===== config.mk =====
export PLATFORM = sky130hd
export DESIGN_NAME = console_uart_tx
export DESIGN_NICKNAME = d
export VERILOG_FILES = /design/src/rtl/console_uart_tx.sv
export SDC_FILE = /design/constraint.sdc
export NUM_CORES = 1
export LEC_CHECK = 0
export BUFFER_PORTS_ARGS = -buffer_cell sky130_fd_sc_hd__buf_2
export CAP_MARGIN = 20
export CORE_ASPECT_RATIO = 1.5
export CORE_MARGIN = 3
export CORE_UTILIZATION = 30
export DETAILED_ROUTE_END_ITERATION = 7
export PLACE_DENSITY = 0.56
export SYNTH_ARGS = -nofsm -noshare
export SYNTH_HDL_FRONTEND = slang
export SYNTH_SLANG_ARGS = --single-unit
export TNS_END_PERCENT = 5

===== constraint.sdc =====
create_clock -name clock -period 3.65 [get_ports clock]
set_input_delay 0 -clock clock [delete_from_list [all_inputs] [get_ports clock]]
set_output_delay 0 -clock clock [all_outputs]
set_load 0.01 [all_outputs]

===== src/rtl/console_uart_tx.sv =====
// console_uart_tx: byte FIFO fed by the console send handshake, drained by an 8N1 serializer.
// States: IDLE | line high, waiting for a byte; START | start bit; DATA | 8 data bits LSB first; STOP | stop bit.
module console_uart_tx #(
  parameter int CLK_DIV    = 16,
  parameter int FIFO_DEPTH = 16
) (
  input  logic                          clock,
  input  logic                          reset,
  input  logic [7:0]                    i_data,
  input  logic                          i_hsreq,
  output logic                          o_hsack,
  output logic                          o_txd,
  output logic                          o_busy,
  output logic [$clog2(FIFO_DEPTH):0]   o_level,
  output logic                          o_drop
);
  localparam int AW = $clog2(FIFO_DEPTH);
  localparam logic [15:0] BIT_LAST = 16'(CLK_DIV - 1);

  typedef enum logic [1:0] {IDLE, START, DATA, STOP} state_t;

  state_t      state;
  logic [AW:0] wr_ptr;
  logic [AW:0] rd_ptr;
  logic [7:0]  mem [FIFO_DEPTH];
  logic [7:0]  shift;
  logic [15:0] timer;
  logic [2:0]  idx;
  logic        full;
  logic        empty;
  logic        push;
  logic        pop;
  logic        bit_done;

  assign full     = (wr_ptr[AW] != rd_ptr[AW]) && (wr_ptr[AW-1:0] == rd_ptr[AW-1:0]);
  assign empty    = (wr_ptr == rd_ptr);
  assign o_level  = wr_ptr - rd_ptr;
  assign o_hsack  = ~full;
  assign o_drop   = i_hsreq & full;
  assign push     = i_hsreq & ~full;
  assign bit_done = (timer == '0);
  // A pop in STOP chains the next frame with no idle gap.
  assign pop      = ~empty & ((state == IDLE) | ((state == STOP) & bit_done));
  assign o_busy   = (state != IDLE) | ~empty;

  always_ff @(posedge clock) begin
    if (push) mem[wr_ptr[AW-1:0]] <= i_data;
  end

  always_ff @(posedge clock) begin
    if (!reset) begin
      wr_ptr <= '0;
      rd_ptr <= '0;
    end else begin
      if (push) wr_ptr <= wr_ptr + (AW+1)'(1);
      if (pop)  rd_ptr <= rd_ptr + (AW+1)'(1);
    end
  end

  always_ff @(posedge clock) begin
    if (!reset) begin
      state <= IDLE;
      o_txd <= 1'b1;
      shift <= '0;
      timer <= '0;
      idx   <= '0;
    end else begin
      case (state)
        IDLE: begin
          if (pop) begin
            shift <= mem[rd_ptr[AW-1:0]];
            o_txd <= 1'b0;
            timer <= BIT_LAST;
            state <= START;
          end else begin
            o_txd <= 1'b1;
          end
        end
        START: begin
          if (bit_done) begin
            o_txd <= shift[0];
            timer <= BIT_LAST;
            idx   <= '0;
            state <= DATA;
          end else begin
            timer <= timer - 16'd1;
          end
        end
        DATA: begin
          if (bit_done) begin
            timer <= BIT_LAST;
            if (idx == 3'd7) begin
              o_txd <= 1'b1;
              state <= STOP;
            end else begin
              shift <= {1'b0, shift[7:1]};
              o_txd <= shift[1];
              idx   <= idx + 3'd1;
            end
          end else begin
            timer <= timer - 16'd1;
          end
        end
        STOP: begin
          if (bit_done) begin
            if (pop) begin
              shift <= mem[rd_ptr[AW-1:0]];
              o_txd <= 1'b0;
              timer <= BIT_LAST;
              state <= START;
            end else begin
              state <= IDLE;
            end
          end else begin
            timer <= timer - 16'd1;
          end
        end
        default: state <= IDLE;
      endcase
    end
  end
endmodule


* Word-level counts from Yosys, hierarchy flattened
Memory sizes are Yosys's and may differ from the RTL's. A register that Yosys moved wholly into a read port is not among the register bits. Cells that the tools add are included.
Storage, ports and cells: logic and storage cells 77, memories 1, bits in writable memories 128, flip-flop bits (word level) 40
Memory list:
- mem | words 16, width 8, read ports 1, clocked after memory_dff 1, wr ports 1, RTL line 25 | logic [7:0] mem [FIFO_DEPTH];
Operators by class: add/sub/neg operators 5, bitwise operators 8, reductions and logical operators 11, mux-type cells 31, equality and inequality tests 14
Operators with widths (count):
- $mux W16 | 3
- $pmux W16 S3 | 1
- $mux W8 | 4
- $pmux W8 S3 | 1
- $logic_not A16 Y1 | 1
- $sub A16 B1 Y16 const B | 1
- $ne A2 B2 Y1 const B | 7
- $reduce_and A4 Y1 | 3
- $add A5 B1 Y5 const B | 2
- $mux W2 | 5
- $mux W1 | 9
- $mux W3 | 3
- $mux W4 | 2
- $pmux W2 S4 | 1
- $pmux W3 S2 | 1
- $eq A5 B5 Y1 | 1
- $reduce_and A5 Y1 | 1
- $sub A5 B5 Y5 | 1
- $and A1 B1 Y1 | 4
- $eq A2 B2 Y1 const B | 2
- $eq A4 B4 Y1 | 1
- $pmux W1 S4 | 1
- $reduce_bool A2 Y1 | 2
- $add A3 B1 Y3 const B | 1
- other kinds (9) | 11

* Longest topological paths before layout
Gate-level depths: netlist (run 1).
depth in word-level cells 7, gate-level depth with buffers 9

* Worst setup path after synthesis (run 1)
Ideal clock, no wire load.
path type register -> register, start reg wr_ptr[0], end mem mem[3][0] (enable), cell stages (with the launch flop) 7, required time 3.267 ns, setup slack 1.052 ns, library setup time 0.383 ns, data arrival time 2.215 ns, cell sequence dfxtp_1 -> inv_1 -> ha_1 -> and4_1 -> a21boi_1 -> nand2_1 -> nor3_1
Between the ends: word-level cells in the longest chain between the ends 6
Ends and longest elaborated chain:
- from (decl) | RTL line 23 | logic [AW:0] wr_ptr;
- from (signal assigned) | RTL line 55 | if (push) wr_ptr <= wr_ptr + (AW+1)'(1);
- $eq A4 B4 Y1 | RTL line 35 | assign full = (wr_ptr[AW] != rd_ptr[AW]) && (wr_ptr[AW-1:0] == rd_ptr[AW-1:0]);
- $logic_and A1 B1 Y1 | RTL line 35
- $not A1 Y1 | RTL line 40 | assign push = i_hsreq & ~full;
- $and A1 B1 Y1 | RTL line 40
- $mux W1 | RTL line 47 | if (push) mem[wr_ptr[AW-1:0]] <= i_data;
- $mux W1 (not written as such) | RTL line 47
- to (decl) | RTL line 25
Parallel ways exist; a longest one is shown, timed or not.

* Worst setup path after layout (run 1)
start reg wr_ptr[2], end mem mem[7][2] (enable)
The elaborated chain is that of the path after synthesis.

==> impl_metrics.xml, run 1 <==
<?xml version="1.0" encoding="UTF-8"?>
<metrics>
  <group name="run_status">
    <metric name="result_of_the_run" unit="">complete, no violations</metric>
  </group>
  <group name="power_and_ir_drop">
    <metric name="switching_power_share_of_the_total" unit="">0.342</metric>
    <metric name="vdd_ir_drop_max" unit="V">0.000316</metric>
    <metric name="switching_power" unit="mW">2.15</metric>
    <metric name="portion_of_total_power_attributed_to_sequential_cells" unit="">0.382</metric>
    <metric name="fin_total_pwr" unit="mW">6.30</metric>
    <metric name="clock_power_share" unit="">0.303</metric>
    <metric name="p_per_area" unit="mW/mm^2">729</metric>
    <metric name="internal-power" unit="mW">4.15</metric>
    <metric name="total_leakage_power" unit="nW">2.87</metric>
    <metric name="comb_power_share" unit="">0.315</metric>
  </group>
  <group name="cts">
    <metric name="ctsRootBufferMaster" unit="">clkbuf_16</metric>
    <metric name="clk_pin_slew_worst_paths" unit="ns">0.07</metric>
    <metric name="cts_max_level" unit="">4</metric>
    <metric name="ctsLongestPathBuffers" unit="">2</metric>
    <metric name="clock_sinks" unit="">172</metric>
    <metric name="cts_tree" unit="">built</metric>
    <metric name="cts_inserted_buffers" unit="">17</metric>
    <metric name="postCtsSetupBuffers" unit="">0</metric>
    <metric name="worstSkewPairLatency" unit="ns">0.43</metric>
  </group>
  <group name="logic_synthesis">
    <metric name="post_synth_instance_area" unit="mm^2">0.00756</metric>
    <metric name="synth_enable_flop_cells" unit="">128</metric>
    <metric name="yosysUniqueCellTypes" unit="">55</metric>
    <metric name="synth_sequential_area_ratio" unit="">0.625</metric>
    <metric name="synthCells" unit="">556</metric>
    <metric name="yosys_register_bits" unit="">172</metric>
    <metric name="synth.avg_cell_area" unit="um^2">13.6</metric>
    <metric name="asyncSetResetFlopFracSynth" unit="">0</metric>
    <metric name="synth-main-ff-cell" unit="">edfxtp_1</metric>
    <metric name="yosysWarningCount" unit="">0</metric>
    <metric name="synth.net_count" unit="">586</metric>
  </group>
  <group name="layout">
    <metric name="final_layout_size_suffix_gt1_frac" unit="">0.193</metric>
    <metric name="layout.filler_cells" unit="">2343</metric>
    <metric name="antenna_cells" unit="">0</metric>
    <metric name="syn2layout_area_growth" unit="%">14.4</metric>
    <metric name="layout.cells.most_common" unit="">edfxtp_1</metric>
    <metric name="layout.cells.most_common_list" unit="">edfxtp_1, dfxtp_1, nor2_1</metric>
    <metric name="design.final.nets" unit="">604</metric>
  </group>
  <group name="detailed_routing">
    <metric name="detail_route.vias_per_cell" unit="">5.08</metric>
    <metric name="dr_total_vias" unit="">4629</metric>
    <metric name="initialDrtViolationCount" unit="">370</metric>
    <metric name="routed_wirelength" unit="um">17500</metric>
    <metric name="wl_per_cell" unit="um">19.2</metric>
    <metric name="detailedRoute.firstPassIterationCount" unit="">5</metric>
    <metric name="antenna_left" unit="">0</metric>
    <metric name="drc" unit="">0</metric>
  </group>
  <group name="timing">
    <metric name="final.setup.worst_slack" unit="ns">0.492</metric>
    <metric name="finalClockSkew" unit="ns">0.0137</metric>
    <metric name="rsz0062_at_grt" unit="">false</metric>
    <metric name="tightestPinTransition" unit="ns">0.854</metric>
    <metric name="portion_of_the_clock_cycle_consumed_by_the_worst_path_in_the_final_layout" unit="">0.865</metric>
    <metric name="final.hold.worst_slack" unit="ns">0.0196</metric>
    <metric name="fmax" unit="MHz">317</metric>
    <metric name="post-route-min-period" unit="ns">3.16</metric>
    <metric name="setup_viol" unit="">0</metric>
    <metric name="slew_viol_final" unit="">0</metric>
    <metric name="timing.setup.tns" unit="ns">0</metric>
    <metric name="hold_violations" unit="">0</metric>
    <metric name="slew_headroom" unit="">0.430</metric>
  </group>
  <group name="worst_setup_path">
    <metric name="worst_setup_path_endpoint" unit="">mem[7][2]$_DFFE_PP_</metric>
    <metric name="required" unit="ns">3.71</metric>
    <metric name="worst-endpoint-arrival" unit="ns">3.22</metric>
    <metric name="timing.critical_path.from_type" unit="">register</metric>
    <metric name="setup.worst_path.start" unit="">wr_ptr[2]$_SDFFE_PN0P_</metric>
    <metric name="setup.reg_to_reg.worst_slack" unit="ns">0.49</metric>
    <metric name="r2r_start" unit="">wr_ptr[2]$_SDFFE_PN0P_</metric>
    <metric name="worst_r2r_endpoint" unit="">mem[7][2]$_DFFE_PP_</metric>
    <metric name="timing.critical_path.to_type" unit="">register</metric>
    <metric name="timing.reg2reg.worst_path_depth" unit="">5</metric>
    <metric name="crit_path_max_fanout" unit="">10</metric>
    <metric name="criticalPathCategory" unit="">register to register</metric>
  </group>
  <group name="die">
    <metric name="start_util" unit="">0.307</metric>
    <metric name="rows" unit="">70</metric>
    <metric name="number_of_top_level_pins" unit="">20</metric>
    <metric name="fp.dieH" unit="um">200</metric>
    <metric name="core" unit="mm^2">0.0246</metric>
    <metric name="dieArea" unit="mm^2">0.0272</metric>
    <metric name="die_width" unit="um">136</metric>
  </group>
  <group name="placement">
    <metric name="post_place_worst_slack" unit="ns">0.518</metric>
    <metric name="post_dp_hpwl" unit="um">12100</metric>
    <metric name="port-buffer-count" unit="">19</metric>
    <metric name="finalWeightedCongestion" unit="">0.783</metric>
  </group>
  <group name="global_route">
    <metric name="grt_remaining_overflow" unit="">0</metric>
    <metric name="grt_pass1_vias" unit="">4797</metric>
    <metric name="grt_antenna_before_repair" unit="">0</metric>
    <metric name="first_pass_grt_wire_length" unit="um">26800</metric>
    <metric name="grt_start_max_net_pins" unit="">37</metric>
    <metric name="grt_use_total" unit="">0.130</metric>
  </group>
  <group name="worst_hold_path">
    <metric name="holdCritPathClass" unit="">primary input to register</metric>
  </group>
  <group name="flow_run">
    <metric name="cap_violations" unit="">0</metric>
  </group>
</metrics>
## synthesized netlist by cell type, types with 7 or more instances
library cell / count / area (um^2)
nor4_1: 10 / 62.6
mux2_2: 20 / 225
nand2b_1: 7 / 43.8
nor2_1: 41 / 154
mux4_2: 20 / 450
a211oi_1: 18 / 135
inv_1: 20 / 75.1
dfxtp_1: 44 / 881
nor3_1: 17 / 85.1
edfxtp_1: 128 / 3840
o221ai_1: 7 / 61.3
o21ai_0: 18 / 90.1
ha_1: 18 / 225
a21oi_1: 21 / 105
clkbuf_1: 22 / 82.6
nor2b_1: 13 / 81.3
xnor2_1: 7 / 61.3
o22ai_1: 14 / 87.6
nand2_1: 31 / 116
## per-stage QoR
step,utilization,area [um^2],instances
6_report,0.351,8640,911
5_1_grt,0.351,8640,911
4_1_cts,0.351,8640,911
3_5_place_dp,0.325,7990,876
3_3_place_gp,0.325,7990,876
2_1_floorplan,-,7560,556
## metal layers
metal  up-vias  share of wire  GRT usage
met5         -              0          0
met4         0          0.032     0.0555
met3        29          0.029     0.0296
met2        96           0.57      0.251
met1      2324           0.37      0.131
li1       2180              -          -
## registers in the layout (all words and copies together), names as in the netlist, named ones only
signal and flops:
idx 3, o_txd 1, mem 128, wr_ptr 5, rd_ptr 5, state 2
shift 8, timer 16
## critical path, stage by stage, from the launching register on
cell,delay (ns)
dfxtp_1,0.58
ha_1,0.36
and4_1,0.25
a21boi_1,0.58
nand2_1,0.40
nor2_1,0.62
## kinds of logic after synthesis
family | synth area share
compound gates | 0.104
mux | 0.0934
buf+inv | 0.0278
simple gates | 0.103
flops | 0.625
fa+ha+maj | 0.0325
xor+xnor | 0.0139
## what timing repair did
item                                   4_1_cts  5_1_grt
hold buffers                                 3        0
resized for setup                            0        0
endpoints found under the hold margin       33        0
## worst min path at each step
stage,end,slack (ns),cells after the start,from
3_5_place_dp,o_drop,0.34,3,i_hsreq
2_1_floorplan,mem[0][0]$_DFFE_PP_,0.1,0,i_data[0]
6_report,mem[5][1]$_DFFE_PP_,0.02,1,i_data[1]
3_3_place_gp,o_drop,0.35,3,i_hsreq
5_1_grt,mem[13][1]$_DFFE_PP_,0.01,1,i_data[1]
4_1_cts,mem[5][1]$_DFFE_PP_,0.01,1,i_data[1]
## layout make-up
cell class	instances	area, um^2	share of cell area
Timing Repair Buffer	30	185	0.0214
Tap cell	324	405	0.0469
Sequential cell	172	4730	0.547
Clock buffer	17	425	0.0492
Clock inverter	15	201	0.0233
Inverter	21	78.8	0.00912
Multi-Input combinational cell	332	2620	0.303
## power by group through the flow
stage | combinational (mW) | sequential [mW] | clock (mW)
finish | 1.99 | 2.41 | 1.91
global route | 2.17 | 2.44 | 2.03
CTS | 2.00 | 2.41 | 1.94
detailed placement | 1.98 | 2.45 | 0
global placement | 1.94 | 2.44 | 0
floorplan | 1.53 | 2.37 | 0
Note: power is estimated with default switching activity, not from simulation.
==> run 2: changes to the inputs <==
--- a/config.mk
+++ b/config.mk
@@ -9,9 +9,9 @@
 export CAP_MARGIN = 20
 export CORE_ASPECT_RATIO = 1.5
 export CORE_MARGIN = 3
-export CORE_UTILIZATION = 30
+export CORE_UTILIZATION = 53
 export DETAILED_ROUTE_END_ITERATION = 7
-export PLACE_DENSITY = 0.56
+export PLACE_DENSITY = 0.81
 export SYNTH_ARGS = -nofsm -noshare
 export SYNTH_HDL_FRONTEND = slang
 export SYNTH_SLANG_ARGS = --single-unit
==> run 2 against run 1 <==
  * Routed wire length fell by 1.2%
  * Die area fell by 42%
  * Count of clock-buffer cells in the layout rose by 1
  * Critical path type unchanged
  * Non-clock buffer count rose by 2
  * Sequential power barely moved
==> impl_metrics.xml, run 2 (synthesized netlist as in run 1, its figures left out) <==
<?xml version="1.0" encoding="UTF-8"?>
<metrics>
  <group name="global_route">
    <metric name="grt_remaining_overflow" unit="">0</metric>
    <metric name="grt_use_total" unit="">0.230</metric>
    <metric name="first_pass_grt_wire_length" unit="um">26800</metric>
    <metric name="grt_pass1_vias" unit="">4840</metric>
    <metric name="grt_start_max_net_pins" unit="">30</metric>
    <metric name="grt_antenna_before_repair" unit="">0</metric>
  </group>
  <group name="worst_setup_path">
    <metric name="timing.critical_path.to_type" unit="">register</metric>
    <metric name="crit_chain" unit="">ha_1 &gt; and4_1 &gt; a21boi_1 &gt; nand2_1 &gt; nor2_1</metric>
    <metric name="required" unit="ns">3.70</metric>
    <metric name="criticalPathCategory" unit="">register to register</metric>
    <metric name="max_stage_delay_on_crit_path" unit="ns">0.64</metric>
    <metric name="timing.reg2reg.worst_path_depth" unit="">5</metric>
    <metric name="critical_path.top_delay_family" unit="">simple AND/OR/NAND/NOR gates</metric>
    <metric name="critPathSlowestCell" unit="">nor2_1</metric>
    <metric name="crit_path_max_fanout" unit="">10</metric>
    <metric name="worst-endpoint-arrival" unit="ns">3.11</metric>
    <metric name="crit_buf_inv" unit="">0</metric>
    <metric name="cp.depth" unit="">5</metric>
    <metric name="timing.critical_path.from_type" unit="">register</metric>
  </group>
  <group name="power_and_ir_drop">
    <metric name="total_leakage_power" unit="nW">2.83</metric>
    <metric name="vdd_ir_drop_max" unit="V">0.000446</metric>
    <metric name="p_per_area" unit="mW/mm^2">732</metric>
  </group>
  <group name="detailed_routing">
    <metric name="detailedRoute.firstPassIterationCount" unit="">5</metric>
    <metric name="detail_route.vias_per_cell" unit="">6.18</metric>
    <metric name="dr_total_vias" unit="">4808</metric>
    <metric name="drc" unit="">0</metric>
    <metric name="antenna_left" unit="">0</metric>
    <metric name="routed_wirelength" unit="um">17300</metric>
    <metric name="initialDrtViolationCount" unit="">338</metric>
    <metric name="wl_per_cell" unit="um">22.2</metric>
  </group>
  <group name="timing">
    <metric name="rsz0062_at_grt" unit="">false</metric>
    <metric name="hold_violations" unit="">0</metric>
    <metric name="setup_viol" unit="">0</metric>
    <metric name="slew_headroom" unit="">0.485</metric>
    <metric name="post-route-min-period" unit="ns">3.06</metric>
    <metric name="timing.setup.tns" unit="ns">0</metric>
    <metric name="slew_viol_final" unit="">0</metric>
    <metric name="portion_of_the_clock_cycle_consumed_by_the_worst_path_in_the_final_layout" unit="">0.838</metric>
    <metric name="fmax" unit="MHz">327</metric>
    <metric name="tightestPinTransition" unit="ns">0.772</metric>
    <metric name="finalClockSkew" unit="ns">0.0122</metric>
  </group>
  <group name="layout">
    <metric name="syn2layout_area_growth" unit="%">11.7</metric>
    <metric name="postLayoutCoreUtil" unit="">0.615</metric>
    <metric name="multiInputGateArea" unit="mm^2">0.00262</metric>
    <metric name="antenna_cells" unit="">0</metric>
    <metric name="layout.filler_cells" unit="">1001</metric>
    <metric name="design.final.nets" unit="">606</metric>
    <metric name="layout.cells.most_common" unit="">edfxtp_1</metric>
    <metric name="seqCellArea" unit="mm^2">0.00473</metric>
    <metric name="final_layout_size_suffix_gt1_frac" unit="">0.190</metric>
    <metric name="layout.cells.most_common_list" unit="">edfxtp_1, dfxtp_1, nor2_1</metric>
    <metric name="largest_register_ff_count" unit="">128</metric>
  </group>
  <group name="run_status">
    <metric name="result_of_the_run" unit="">complete, no violations</metric>
  </group>
  <group name="die">
    <metric name="core" unit="mm^2">0.0137</metric>
    <metric name="fp.dieH" unit="um">152</metric>
    <metric name="rows" unit="">52</metric>
    <metric name="dieArea" unit="mm^2">0.0158</metric>
    <metric name="die_width" unit="um">103</metric>
    <metric name="start_util" unit="">0.550</metric>
    <metric name="number_of_top_level_pins" unit="">20</metric>
  </group>
  <group name="placement">
    <metric name="port-buffer-count" unit="">19</metric>
    <metric name="post_dp_hpwl" unit="um">11600</metric>
    <metric name="finalWeightedCongestion" unit="">0.850</metric>
  </group>
  <group name="cts">
    <metric name="clock_sinks" unit="">172</metric>
    <metric name="cts_max_level" unit="">4</metric>
    <metric name="worstSkewPairLatency" unit="ns">0.43</metric>
    <metric name="cts_inserted_buffers" unit="">17</metric>
    <metric name="cts_tree" unit="">built</metric>
    <metric name="clk_pin_slew_worst_paths" unit="ns">0.06</metric>
    <metric name="ctsLongestPathBuffers" unit="">2</metric>
    <metric name="ctsRootBufferMaster" unit="">clkbuf_16</metric>
    <metric name="post_cts_resized" unit="">0</metric>
  </group>
  <group name="flow_run">
    <metric name="cap_violations" unit="">0</metric>
  </group>
  <group name="worst_hold_path">
    <metric name="holdPathStages" unit="">1</metric>
    <metric name="holdCritPathClass" unit="">primary input to register</metric>
  </group>
</metrics>
run 2: final cells by class:
cell class / count / area share
clock inverters: 14 / 0.0175
inverters: 21 / 0.00934
clock buffers: 18 / 0.0508
well taps: 189 / 0.0280
repair buffers: 32 / 0.0240
flip-flops and latches: 172 / 0.560
multi-input cells: 332 / 0.311
run 2: power breakdown:
group,switching [mW],internal (mW),leakage (nW)
Sequential,0.168,2.24,1.52
Combinational,1.20,0.821,1.05
Clock,0.748,1.01,0.268
Total,2.11,4.06,2.83
run 2: layer usage:
layer	wire length, um	up-vias	global-route usage	share of wire
met3	807	35	0.0531	0.047
met5	0	-	0	0
met4	673	0	0.107	0.039
li1	-	2178	-	-
met2	9460	169	0.397	0.55
met1	6350	2426	0.261	0.37
run 2: worst register-to-register path: stages (launching register included):
cell	delay (ns)
dfxtp_1	0.55
ha_1	0.35
and4_1	0.25
a21boi_1	0.56
nand2_1	0.32
nor2_1	0.64
run 2: what timing repair did:
item	CTS	global route
hold buffers	3	1
endpoints found under the hold margin	30	2
setup buffers	0	0
run 2: final timing paths:
path,from,endpoint,slack (ns)
min reg2reg,shift[7]$_SDFFE_PN0P_,shift[7]$_SDFFE_PN0P_,0.48
max reg2reg,wr_ptr[2]$_SDFFE_PN0P_,mem[13][4]$_DFFE_PP_,0.59
max,wr_ptr[2]$_SDFFE_PN0P_,mem[13][4]$_DFFE_PP_,0.59
min,i_data[4],mem[3][4]$_DFFE_PP_,0.009
run 2: metrics by stage:
| stage | hold slack, ns | instance area [um^2] | cells | power (mW) | setup slack, ns |
|---|---|---|---|---|---|
| global route | 0.00198 | 8440 | 778 | 6.46 | 0.414 |
| detailed placement | 0.360 | 7830 | 742 | 4.41 | 0.664 |
| finish | 0.00916 | 8440 | 778 | 6.18 | 0.592 |
| global placement | 0.364 | 7830 | 742 | 4.33 | 0.856 |
| CTS | 0.000335 | 8430 | 777 | 6.17 | 0.616 |
| floorplan | 0.0989 | 7560 | 556 | 3.90 | 1.05 |
